==> config.mk <==
export PLATFORM = sky130hd
export DESIGN_NAME = mux_arb_rtl
export DESIGN_NICKNAME = d
export VERILOG_FILES = /design/src/rtl/mux_arb_rtl.sv
export SDC_FILE = /design/constraint.sdc
export NUM_CORES = 1
export LEC_CHECK = 0
export CAP_MARGIN = 25
export CORE_UTILIZATION = 38
export DETAILED_ROUTE_END_ITERATION = 8
export PLACE_DENSITY_LB_ADDON = 0.12
export SYNTH_ARGS = -nofsm -noshare
export SYNTH_HDL_FRONTEND = slang
export SYNTH_SLANG_ARGS = --single-unit
==> constraint.sdc <==
create_clock -name clk -period 8.2 [get_ports clk]
set_clock_uncertainty 0.15 [all_clocks]
set_input_delay 2.05 -clock clk [delete_from_list [all_inputs] [get_ports clk]]
set_output_delay 2.05 -clock clk [all_outputs]
set_load 0.02 [all_outputs]
==> src/rtl/mux_arb_rtl.sv <==
// N-input arbitrated mux with valid/ready on every input and a one-entry output register.
// Define MUX_ARB_ROUND_ROBIN_EN for round-robin arbitration; the default build uses fixed priority.
module mux_arb_rtl #(
  parameter int p_nbits  = 32,
  parameter int p_nreqs  = 4,
  localparam int p_idbits = $clog2(p_nreqs)
) (
  input  logic                         clk,
  input  logic                         rst,
  input  logic [p_nreqs-1:0]           in_val,
  input  logic [p_nreqs*p_nbits-1:0]   in_data,
  output logic [p_nreqs-1:0]           in_rdy,
  output logic                         out_val,
  output logic [p_nbits-1:0]           out_data,
  output logic [p_idbits-1:0]          out_id,
  input  logic                         out_rdy
);

  logic                vld_p0;
  logic [p_nbits-1:0]  data_p0;
  logic [p_idbits-1:0] id_p0;
  logic [p_idbits-1:0] ptr;
  logic [p_nreqs-1:0]  grant;
  logic [p_idbits-1:0] grant_id;
  logic                free;
  logic                xfer_in;
  logic                xfer_out;

  function automatic logic [p_idbits-1:0] next_ptr(input logic [p_idbits-1:0] k);
    if (int'(k) == p_nreqs - 1) return '0;
    return k + 1'b1;
  endfunction

  // A draining register can be refilled in the same cycle.
  assign free     = !vld_p0 || out_rdy;
  assign in_rdy   = grant & {p_nreqs{free}} & {p_nreqs{!rst}};
  assign xfer_in  = |in_rdy;
  assign xfer_out = vld_p0 && out_rdy;

  always_comb begin
    int  idx;
    logic found;
    grant    = '0;
    grant_id = '0;
    found    = 1'b0;
    idx      = 0;
    for (int j = 0; j < p_nreqs; j++) begin
      idx = int'(ptr) + j;
      if (idx >= p_nreqs) idx = idx - p_nreqs;
      if (!found && in_val[idx]) begin
        found      = 1'b1;
        grant[idx] = 1'b1;
        grant_id   = p_idbits'(idx);
      end
    end
  end

`ifdef MUX_ARB_ROUND_ROBIN_EN
  always_ff @(posedge clk or posedge rst) begin
    if (rst)          ptr <= '0;
    else if (xfer_in) ptr <= next_ptr(grant_id);
  end
`else
  assign ptr = '0;
`endif

  // Stage p0: output register
  always_ff @(posedge clk or posedge rst) begin
    if (rst) begin
      vld_p0  <= 1'b0;
      data_p0 <= '0;
      id_p0   <= '0;
    end else if (xfer_in) begin
      vld_p0  <= 1'b1;
      data_p0 <= in_data[int'(grant_id)*p_nbits +: p_nbits];
      id_p0   <= grant_id;
    end else if (xfer_out) begin
      vld_p0  <= 1'b0;
    end
  end

  assign out_val  = vld_p0;
  assign out_data = data_p0;
  assign out_id   = id_p0;

endmodule

==> summary.txt <==
Floorplanning
  – Die span in y: around 82 µm
  – Row count: 28
  – Core ar.: 6061 µm²
  – Die ar.: between 6000 and 7000 µm²
  – Die Wd: 82.05 µm
  – Io pins: roughly 170
  – Initial Util: 0.4017

Cells and area
  – Filler cell count: 499
  – Multi-input logic area: around 1400 µm²
  – # diodes: 0
  – FF/Latch Area: approximately 880 µm²
  – Fin cells: 484
  – Fraction of layout cells with a size suffix above 1: 0.05623
  – Final core occ: 0.6972
  – Area grow syn2layout: 73.54%
  – Commonest cells after routing, fill and taps aside: clkdlybuf4s50_1 (172), a31oi_1 (95), dfrtp_1 (35)
  – Fin nets: approximately 540
  – Most common cell after layout, fill and taps aside: clkdlybuf4s50_1

Setup path
  – CP Buf/Inv Count: 3
  – Worst path max stage delay: ~0.94 ns
  – Setup CP Type: primary input to output port
  – Crit-path cells: clkdlybuf4s50_1, buf_4, and3_1, clkdlybuf4s50_1
  – Startpoint types: primary input
  – WP data required: 6.00 ns
  – Worst path top cell family by delay: buffers and inverters
  – Critical Path Most Common Cell: clkdlybuf4s50_1
  – Crit-path slowest cell: clkdlybuf4s50_1
  – CP endpoint kind: output port
  – Critical Path AT: between 4 and 5 ns
  – Critical path peak fanout: 27

Pwr
  – Sequential fraction of design power: 0.346
  – Pint: between 400 and 500 µW
  – Leakage: between 1 and 1.5 nW
  – Maximum vdd drop: 0.08384 mV
  – Pwr Total: 640.2 µW
  – Combinational fraction of design power: 0.436
  – Clk pwr share: 0.218
  – Net Sw Frac: 0.3296
  – Pwr/cell area: roughly 150 nW/µm²
  – Psw: 211.0 µW

Clock tree
  – CTS Buf Count: 5
  – Clock-pin slew on the worst setup and hold paths: approximately 0.070 ns
  – CTS resizes: 0
  – H-tree levels: 2
  – Clk sinks: 35
  – Clock root cell: clkbuf_8
  – Clk_lat worst skew: about 0.28 ns
  – CTS Buffer Depth: 2
  – Hold_buf cts: 0
  – CTS tree: built
  – Postcts setup bufs: 0

Synth
  – Syn_nets: 398
  – Synthesized cell area: 2435 µm²
  – Flip-flop and latch count after synthesis: 35
  – Syn Inst Count: approximately 260
  – Synth unique cells: 25
  – Synth Area per Inst: 9.258 µm²
  – Post-synth EDFFs: 0
  – Synth async-reset ratio: 1.000
  – Yosys warnings: 0
  – Sequential area share after synthesis: 0.3597
  – Primary FF master, synth: dfrtp_1

Drt
  – Vias: 3,190
  – Final ANT Viol Nets: 0
  – DRT Pass-1 Iters: 9
  – DR WL/cell: between 15 and 20 µm
  – Total Wirelength: around 9500 µm
  – Residual DRC: 0
  – Vias per cell: 6.591
  – Initial DRC count: between 300 and 400

Global routing
  – GR peak layer: met2
  – First-pass GRT wire length: between 10,000 and 15,000 µm
  – Initial antenna violation count: 0
  – Total grt overflow: 0
  – GRT Overall Usage: 0.2823
  – Maximum number of pins on one net before global-route repair: 70
  – GR Util met2: 0.4694
  – Vias in the first global route: 2,947
  – M1 GR Usage: 0.3505
  – Met3 Resource Use GR: 0.07333

STA
  – Max-slew headroom: 0.4398
  – Max Clk Rate: 156.0 MHz
  – Min Tclk post-route: 6.409 ns
  – Pins Over Slew Limit: 0
  – Setup-failing EPs final: 0
  – Post-Route Setup TNS: 0 ns
  – Fin crit share: 0.7816
  – Final Hold Vio Count: 0
  – Slew at the pin with the worst max-slew slack: ~0.84 ns
  – Fin Hold WS: between 0.3 and 0.4 ns
  – RSZ-0062 raised after global routing: no

Status
  – Status: finished clean

Run
  – MaxCap Viol Count: 0

Placement
  – DP HPWL: between 6000 and 7000 µm
  – GPL Wtd Cong: 0.7892
  – Number of I/O port buffers: approximately 170
  – Inst Count DP: roughly 480

Min path
  – Hold Path Class: register to register
## sequential cells by signal, indices dropped and copies added, names as in the netlist
signal	cells
out_val	1
out_id	2
out_data	32
## cells by family (layout without fill, tap and decap cells)
kind of cell,count (synthesis),in the layout,synth area share
compound gates,131,131,0.3864
simple gates,51,51,0.1639
buf+inv,46,192,0.08992
flops,35,35,0.3597
## power by group through the flow
stage	Sequential, mW	Combinational, mW	Clock, mW
global route	0.226	0.296	0.149
detailed placement	0.224	0.278	0
finish	0.222	0.279	0.139
global placement	0.224	0.275	0
floorplan	0.262	0.0866	0
CTS	0.221	0.279	0.141
## final timing paths
| path | endpoint | slack, ns | depth (start not counted) | from |
|---|---|---|---|---|
| min in group asynchronous | out_data[27] | 2.24 | 3 | rst |
| setup / recovery | in_rdy[0] | 1.79 | 4 | in_val[0] |
| setup reg to reg | out_data[18] | 5.96 | 4 | out_val |
| hold reg to reg | out_id[1] | 0.35 | 1 | out_id[1] |
| hold / removal | out_id[1] | 0.35 | 1 | out_id[1] |
| max in group asynchronous | out_data[20] | 5.14 | 3 | rst |
## metal layers
metal,part of all wire,vias to the layer above
met3,0.10,10
met4,0.011,0
met1,0.40,1539
met5,0,-
met2,0.49,201
li1,-,1440
## Yosys cell counts (2+ instances only)
| library cell | count | area (µm²) |
|---|---|---|
| a222oi_1 | 31 | 310.3 |
| nor2_1 | 4 | 15.01 |
| dfrtp_1 | 35 | 875.8 |
| and3_1 | 2 | 12.51 |
| o22a_1 | 2 | 17.52 |
| clkbuf_1 | 36 | 135.1 |
| buf_6 | 6 | 67.56 |
| nand2_1 | 2 | 7.510 |
| nor2b_1 | 2 | 12.51 |
| a31oi_1 | 95 | 594.3 |
| nor3_1 | 4 | 20.02 |
| nor4b_1 | 31 | 271.5 |
## metrics by stage
| step | cell area (µm²) | worst slack [ns] |
|---|---|---|
| 2_1_floorplan | 2435 | 2.172 |
| 3_3_place_gp | 4125 | 1.829 |
| 3_5_place_dp | 4125 | 1.826 |
| 4_1_cts | 4225 | 1.829 |
| 5_1_grt | 4225 | 1.714 |
| 6_report | 4225 | 1.791 |
## final cells by class
class                   instances  area share
clock buffers                   8     0.02369
inverters                       2    0.001777
multi-input cells             182      0.3204
flip-flops and latches         35      0.2073
well taps                      75     0.02221
repair buffers                182      0.4246
(Power assumes the default switching activity.)
